File: src/rtl/vga_sync_gen.sv
// VGA timing generator: divide-by-CLK_DIV pixel enable, row/column counters,
// and sync/video flags delayed by PIPE_DLY pixel ticks to match pixel lookup.
module vga_sync_gen #(
    parameter int   H_ACTIVE = 640,
    parameter int   H_FP     = 16,
    parameter int   H_SYNC   = 96,
    parameter int   H_BP     = 48,
    parameter int   V_ACTIVE = 480,
    parameter int   V_FP     = 10,
    parameter int   V_SYNC   = 2,
    parameter int   V_BP     = 33,
    parameter int   CLK_DIV  = 4,
    parameter logic SYNC_POL = 1'b0,
    parameter int   PIPE_DLY = 2
) (
    input  logic       clk,
    input  logic       reset_n,
    input  logic       enable,
    output logic       pix_ce,
    output logic [9:0] pixel_row,
    output logic [9:0] pixel_column,
    output logic       horiz_sync,
    output logic       vert_sync,
    output logic       video_on,
    output logic       line_start,
    output logic       frame_start
);

    localparam int H_TOTAL = H_ACTIVE + H_FP + H_SYNC + H_BP;
    localparam int V_TOTAL = V_ACTIVE + V_FP + V_SYNC + V_BP;

    localparam logic [3:0]  DIV_LAST = 4'(CLK_DIV - 1);
    localparam logic [9:0]  H_LAST   = 10'(H_TOTAL - 1);
    localparam logic [9:0]  V_LAST   = 10'(V_TOTAL - 1);
    // Decode bounds use 11 bits so a sync end of exactly 1024 still fits.
    localparam logic [10:0] H_VIS    = 11'(H_ACTIVE);
    localparam logic [10:0] HS_START = 11'(H_ACTIVE + H_FP);
    localparam logic [10:0] HS_END   = 11'(H_ACTIVE + H_FP + H_SYNC);
    localparam logic [10:0] V_VIS    = 11'(V_ACTIVE);
    localparam logic [10:0] VS_START = 11'(V_ACTIVE + V_FP);
    localparam logic [10:0] VS_END   = 11'(V_ACTIVE + V_FP + V_SYNC);

    localparam int NS = (PIPE_DLY > 1) ? PIPE_DLY - 1 : 1;

    logic [3:0] r_div;
    logic       r_pix_ce;
    logic [9:0] r_row;
    logic [9:0] r_col;
    logic       r_hs;
    logic       r_vs;
    logic       r_von;
    logic       r_line_start;
    logic       r_frame_start;
    logic [2:0] r_dly [NS];

    logic       w_col_wrap;
    logic       w_row_wrap;
    logic [9:0] w_col_nxt;
    logic [9:0] w_row_nxt;
    logic [2:0] w_raw_cur;
    logic [2:0] w_raw_nxt;
    logic [2:0] w_tap;

    // Returns {hs, vs, von} for one counter position, all active-high.
    function automatic logic [2:0] decode(input logic [9:0] row, input logic [9:0] col);
        logic [10:0] r;
        logic [10:0] c;
        r = {1'b0, row};
        c = {1'b0, col};
        return {(c >= HS_START) && (c < HS_END),
                (r >= VS_START) && (r < VS_END),
                (c < H_VIS) && (r < V_VIS)};
    endfunction

    assign w_col_wrap = (r_col == H_LAST);
    assign w_row_wrap = (r_row == V_LAST);
    assign w_col_nxt  = w_col_wrap ? 10'd0 : r_col + 10'd1;
    assign w_row_nxt  = w_col_wrap ? (w_row_wrap ? 10'd0 : r_row + 10'd1) : r_row;
    assign w_raw_cur  = decode(r_row, r_col);
    assign w_raw_nxt  = decode(w_row_nxt, w_col_nxt);

    // Output flops sit on the last tick of the delay; with no delay they track
    // the counters' next value so they change on the same clk as the counters.
    always_comb begin
        w_tap = w_raw_nxt;
        if (PIPE_DLY == 1) begin
            w_tap = w_raw_cur;
        end else if (PIPE_DLY > 1) begin
            w_tap = r_dly[NS-1];
        end
    end

    always_ff @(posedge clk or negedge reset_n) begin
        if (!reset_n) begin
            r_div         <= '0;
            r_pix_ce      <= 1'b0;
            r_row         <= '0;
            r_col         <= '0;
            r_hs          <= ~SYNC_POL;
            r_vs          <= ~SYNC_POL;
            r_von         <= 1'b0;
            r_line_start  <= 1'b0;
            r_frame_start <= 1'b0;
            for (int i = 0; i < NS; i++) begin
                r_dly[i] <= '0;
            end
        end else if (!enable) begin
            r_div         <= '0;
            r_pix_ce      <= 1'b0;
            r_row         <= '0;
            r_col         <= '0;
            r_hs          <= ~SYNC_POL;
            r_vs          <= ~SYNC_POL;
            r_von         <= 1'b0;
            r_line_start  <= 1'b0;
            r_frame_start <= 1'b0;
            for (int i = 0; i < NS; i++) begin
                r_dly[i] <= '0;
            end
        end else begin
            r_div         <= (r_div == DIV_LAST) ? 4'd0 : r_div + 4'd1;
            r_pix_ce      <= (r_div == DIV_LAST);
            r_line_start  <= 1'b0;
            r_frame_start <= 1'b0;
            if (r_pix_ce) begin
                r_col         <= w_col_nxt;
                r_row         <= w_row_nxt;
                r_line_start  <= w_col_wrap;
                r_frame_start <= w_col_wrap && w_row_wrap;
                r_dly[0]      <= w_raw_cur;
                for (int i = 1; i < NS; i++) begin
                    r_dly[i] <= r_dly[i-1];
                end
                r_hs  <= w_tap[2] ? SYNC_POL : ~SYNC_POL;
                r_vs  <= w_tap[1] ? SYNC_POL : ~SYNC_POL;
                r_von <= w_tap[0];
            end
        end
    end

    assign pix_ce       = r_pix_ce;
    assign pixel_row    = r_row;
    assign pixel_column = r_col;
    assign horiz_sync   = r_hs;
    assign vert_sync    = r_vs;
    assign video_on     = r_von;
    assign line_start   = r_line_start;
    assign frame_start  = r_frame_start;

endmodule

File: config.mk
export PLATFORM = sky130hd
export DESIGN_NAME = vga_sync_gen
export DESIGN_NICKNAME = d
export VERILOG_FILES = /design/src/rtl/vga_sync_gen.sv
export SDC_FILE = /design/constraint.sdc
export NUM_CORES = 1
export LEC_CHECK = 0
export CORE_ASPECT_RATIO = 0.9
export CORE_MARGIN = 3
export CORE_UTILIZATION = 57
export CTS_CLUSTER_SIZE = 30
export DETAILED_ROUTE_END_ITERATION = 12
export PLACE_DENSITY = 0.9
export SYNTH_ARGS = -nofsm -noshare
export SYNTH_HDL_FRONTEND = slang
export SYNTH_SLANG_ARGS = --single-unit
export TNS_END_PERCENT = 1
File: constraint.sdc
create_clock -name clk -period 3.3 [get_ports clk]
set_input_delay 0.33 -clock clk [delete_from_list [all_inputs] [get_ports clk]]
set_output_delay 0.33 -clock clk [all_outputs]
set_load 0.01 [all_outputs]
# Word level (Yosys, flattened, before mapping)
# Index checks and enable logic that the tools add are counted.
dict set report totals {
  regBits 33
  inputBits 3
  output_inout_bits 26
}
dict set report classes {
  addsub 3
  n_lt_le_gt_ge 6
  eq_ne 5
  muxes 24
  n_reduce_logical 5
}
# operator n
set ops {}
lappend ops {{10-bit 2-to-1 mux} 7}
lappend ops {{10-bit by 1-bit adder with 10-bit output (second input constant)} 2}
lappend ops {{10-bit == test (second input constant)} 2}
lappend ops {{10-bit < comparator (second input constant)} 2}
lappend ops {{10-bit by 9-bit < comparator with 1-bit output (second input constant)} 2}
lappend ops {{1-bit 2-to-1 mux} 13}
lappend ops {{10-bit >= comparator (second input constant)} 1}
lappend ops {{10-bit by 9-bit >= comparator with 1-bit output (second input constant)} 1}
lappend ops {{4-bit 2-to-1 mux} 2}
lappend ops {{3-bit 2-to-1 mux} 2}
lappend ops {{4-bit by 1-bit adder with 4-bit output (second input constant)} 1}
lappend ops {{4-bit by 2-bit == test with 1-bit output (second input constant)} 1}
lappend ops {{1-bit logical AND} 4}
lappend ops {{2-bit by 1-bit inequality test with 1-bit output (second input constant)} 2}
lappend ops {{2-bit AND reduction} 1}

# Logic depth before layout (Yosys ltp)
dict set report depth {
  word_depth 5
  depth_mapped 7
  mapped_depth_nobuf 6
}

# Worst setup path before layout
# No wires, ideal clock.
dict set report synth_path {
  path_type {register -> register}
  from {register r_col[0] (netlist: pixel_column[0])}
  to {register r_row[6] (netlist: pixel_row[6])}
  setup_time_ns 0.077
  t_arrival_ns 1.887
  required_ns 3.223
  setup_slack_ns 1.336
  stages_incl_launch_ff 7
  n_path_buf 1
  period_less_slack_ns 1.964
  cell_sequence {dfrtp_1 -> ha_1 -> nand4_1 -> or4_4 -> buf_6 -> or3_1 -> a21oi_1}
}
dict set report synth_via {
  elab_chain_len 3
}
# item line_no
set synth_lines {}
lappend synth_lines {{start: declaration} 48} ;# logic [9:0] r_col;
lappend synth_lines {{start signal: assignment} 126} ;# r_col <= w_col_nxt;
lappend synth_lines {{10-bit == test} 75} ;# assign w_col_wrap = (r_col == H_LAST);
lappend synth_lines {{2-bit by 1-bit inequality test with 1-bit output (no line)} n/a}
lappend synth_lines {{2-bit AND reduction (no line)} n/a}
lappend synth_lines {{end signal: assignment} 127} ;# r_row <= w_row_nxt;
lappend synth_lines {{end: declaration} 47} ;# logic [9:0] r_row;
# Every way passes these cells.
# A chain may end at the register's enable or synchronous reset.

# Final worst setup path
dict set report layout_path {
  from {register r_row[0] (netlist: pixel_row[0])}
  to {register r_row[2] (netlist: pixel_row[2])}
}
dict set report layout_via {
  elab_chain_len 5
  elab_cells_between_ends 6
  cone_classes {1 x add/sub; 1 x eq/ne; 4 x mux}
}
# item line_no
set layout_lines {}
lappend layout_lines {{10-bit by 1-bit adder with 10-bit output / 10-bit == test (equally long branches)} {78, 76}}
lappend layout_lines {{10-bit 2-to-1 mux (*) (2 in series)} 78} ;# assign w_row_nxt = w_col_wrap ? (w_row_wrap ? 10'd0 : r_row + 10'd1) : r_row;
lappend layout_lines {{10-bit 2-to-1 mux (*)} 125} ;# if (r_pix_ce) begin
lappend layout_lines {{10-bit 2-to-1 mux (*)} 107} ;# end else if (!enable) begin
# Mark *: on every way between the ends. The rest lies on a longest branch, timed or not. The select of a mux whose other input is x is not followed.

==> results.json <==
{
  "die_w_um": 64.87,
  "setup_tns_ns": 0,
  "yosysUniqueCellTypes": 52,
  "max_clock_freq_mhz": 458.0,
  "timing.rr.end": "pixel_row[2]",
  "dr.pass1.iters": 4,
  "crit_type": "flip-flop to flip-flop",
  "ys_seq_area_share_pct": 46.59,
  "place_area_mm2": 0.002096,
  "wl_per_cell_um": 16.25,
  "clock_sinks": 33,
  "power_density_mw_per_mm2": 351.3,
  "die_h_um": 58.99,
  "drv_cap": 0,
  "hold_buffers": 0,
  "reg2reg_depth": 7,
  "crit_fanout": 8,
  "synth-seq-cells": 33,
  "track_usage_pct": 23.20,
  "insertedDiodeCount": 0,
  "grt-ovfl-total": 0,
  "ys_warn_count": 0,
  "initial_core_util_pct": 62.16,
  "period_needed_ns": 2.184,
  "portBuffers": 28,
  "cp-start-kind": "flip-flop",
  "drc": 0,
  "initialDrtViolationCount": 107,
  "required_ns": 3.54,
  "routed_wl_um": 3965,
  "cts_tree": "done",
  "row_count": 18,
  "worst_hold_slack_ns": 0.3785,
  "synth-edff-count": 0,
  "worstSetupEndpointType": "flip-flop",
  "fin_crit_sh_pct": 66.17,
  "antenna_left": 0,
  "dp_hpwl_um": 2794,
  "synth.avg_cell_area_um2": 10.40,
  "clk_pin_slew_worst_paths_ns": 0.10,
  "dr_total_vias": 1480,
  "fp.coreArea_mm2": 0.002860,
  "nNetsFinal": 212,
  "setup_ws_ns": 1.116,
  "grt_max_degree": 34,
  "cts_resized": 0,
  "pre_cts_slack_ns": 0.8594,
  "fin_worst_skew_ns": 0.002850,
  "ioPinCount": 29,
  "clock_latency_ns": 0.34,
  "arrival_ns": 2.42,
  "cts_buffer_depth": 2,
  "post_cts_buffers": 0,
  "vdd_drop_max_v": 0.0002572,
  "grt_pass1_vias": 1428,
  "post_route_cells_drive_above_1_share_pct": 8.824,
  "setup_viol_count_final": 0,
  "crit-reg2reg-launch": "pixel_row[0]",
  "async_flop_share_pct": 100.0,
  "timing.slew.headroom_pct": 53.68,
  "final_area_mm2": 0.002181,
  "cts-root-buf": "clkbuf_4",
  "synth_ff_type": "dfrtp_1",
  "vias_per_cell": 6.066,
  "slew_violations": 0,
  "cts_max_level": 2,
  "synthesis.nets": 180,
  "die_area_mm2": 0.003826,
  "place_congestion": 0.8552,
  "p_leak_uw": 0.0008948,
  "hold_viol": 0,
  "rsz0062_at_grt": "no",
  "grt_pass1_wl_um": 6651,
  "hp-class": "input port to asynchronous set/reset pin",
  "netlist_area_mm2": 0.001778,
  "tightest_slew_ns": 0.6907,
  "syn_to_final_growth_pct": 22.66,
  "status": "finished clean",
  "cts_made_buffers": 5,
  "syn_inst": 171,
  "r2r_setup_slack_ns": 1.12,
  "grt_antenna_before_repair": 0
}
-- how the worst max path moves through the flow --
stage               startpoint      endpoint  cells after the start
2_1_floorplan  pixel_column[0]  pixel_row[6]                      6
3_3_place_gp            enable  pixel_row[6]                      5
3_5_place_dp            enable  pixel_row[7]                      5
4_1_cts        pixel_column[1]  pixel_row[7]                      5
5_1_grt        pixel_column[0]  pixel_row[7]                      5
6_report          pixel_row[0]  pixel_row[2]                      7
-- kinds of logic (layout without fill, tap and decap cells) --
logic type | after synthesis | after routing | synth area share, %
AOI/OAI and AO/OA | 28 | 28 | 12.53
xor gates and xnor gates | 9 | 9 | 4.434
adders and majority gates | 6 | 6 | 4.222
buffers and inverters | 13 | 46 | 3.237
DFF | 33 | 33 | 46.59
muxes | 3 | 3 | 1.759
and+or+nand+nor | 79 | 79 | 27.23
-- flip-flops by register name, summed over array words and instances, names as in the netlist --
| name | count |
|---|---|
| vert_sync | 1 |
| video_on | 1 |
| horiz_sync | 1 |
| pixel_row | 10 |
| frame_start | 1 |
| r_div | 4 |
| pixel_column | 10 |
| pix_ce | 1 |
| r_dly | 3 |
| line_start | 1 |
-- cells in the final DEF, fill, tap and decap left out, types with 6 or more instances in the layout --
cell type,instances
and2_1,7
clkdlybuf4s50_1,28
dfrtp_1,31
ha_1,6
inv_1,8
nand2_1,12
nand3_1,7
nand4_1,6
nor2_1,11
xnor2_1,6
-- stage by stage --
| stage | util [%] | std cells | power, µW |
|---|---|---|---|
| final | 76.25 | 244 | 766.1 |
| after global placement | 73.27 | 236 | 452.8 |
| after detailed placement | 73.27 | 236 | 455.5 |
| after floorplan | - | 171 | 437.0 |
| after global routing | 76.25 | 244 | 794.9 |
| after CTS | 76.25 | 244 | 767.9 |
-- area by class of cell --
cell class | count | area (µm²)
multi-input cells | 125 | 892.1
flip-flops and latches | 33 | 828.3
fillers | 211 | 679.4
repair buffers | 30 | 295.3
clock buffers | 7 | 55.05
well taps | 40 | 50.05
clock inverters | 1 | 30.03
inverters | 8 | 30.03
-- metal layers --
metal | wire, µm | track usage (%) | vias to the layer above
li1 | - | - | 700
met1 | 1760 | 30.49 | 716
met2 | 1892 | 37.03 | 54
met5 | 0 | 0 | -
met4 | 72 | 8.434 | 0
met3 | 240 | 6.641 | 10
-- Yosys cell counts, types with 2 or more instances --
cell / instances / area share, %
nor2_1: 11 / 2.3
nand4_1: 6 / 2.1
o31ai_1: 2 / 0.84
nor2b_1: 5 / 1.8
nor3b_1: 2 / 0.84
and2_1: 7 / 2.5
xor2_1: 3 / 1.5
dfrtp_1: 31 / 44
and3_1: 4 / 1.4
nor4b_1: 2 / 0.99
nand3_1: 7 / 2.0
nor3_1: 3 / 0.84
or3_1: 2 / 0.70
nand4b_1: 3 / 1.5
nand2b_1: 3 / 1.1
a21boi_0: 2 / 0.84
nand2_1: 12 / 2.5
dfstp_2: 2 / 3.0
nor4_1: 4 / 1.4
ha_1: 6 / 4.2
xnor2_1: 6 / 3.0
a221o_1: 3 / 1.7
a211oi_1: 2 / 0.84
clkbuf_1: 3 / 0.63
mux2i_1: 2 / 1.1
o21ai_0: 5 / 1.4
inv_1: 8 / 1.7
-- power breakdown --
part	internal, µW	total (µW)	switching (µW)
Clock	181	319	138
Sequential	409	414	5.69
Combinational	12.3	32.9	20.7
Total	602	766	165
-- critical path, cell delays in order, from the launching register on --
cell and delay [ns]:
dfrtp_1 0.44, inv_1 0.13, ha_1 0.18, nand4b_1 0.11, nor4bb_1 0.54, buf_4 0.27, nor2_1 0.11, a221o_1 0.30
Power figures use the tool's default switching activity.
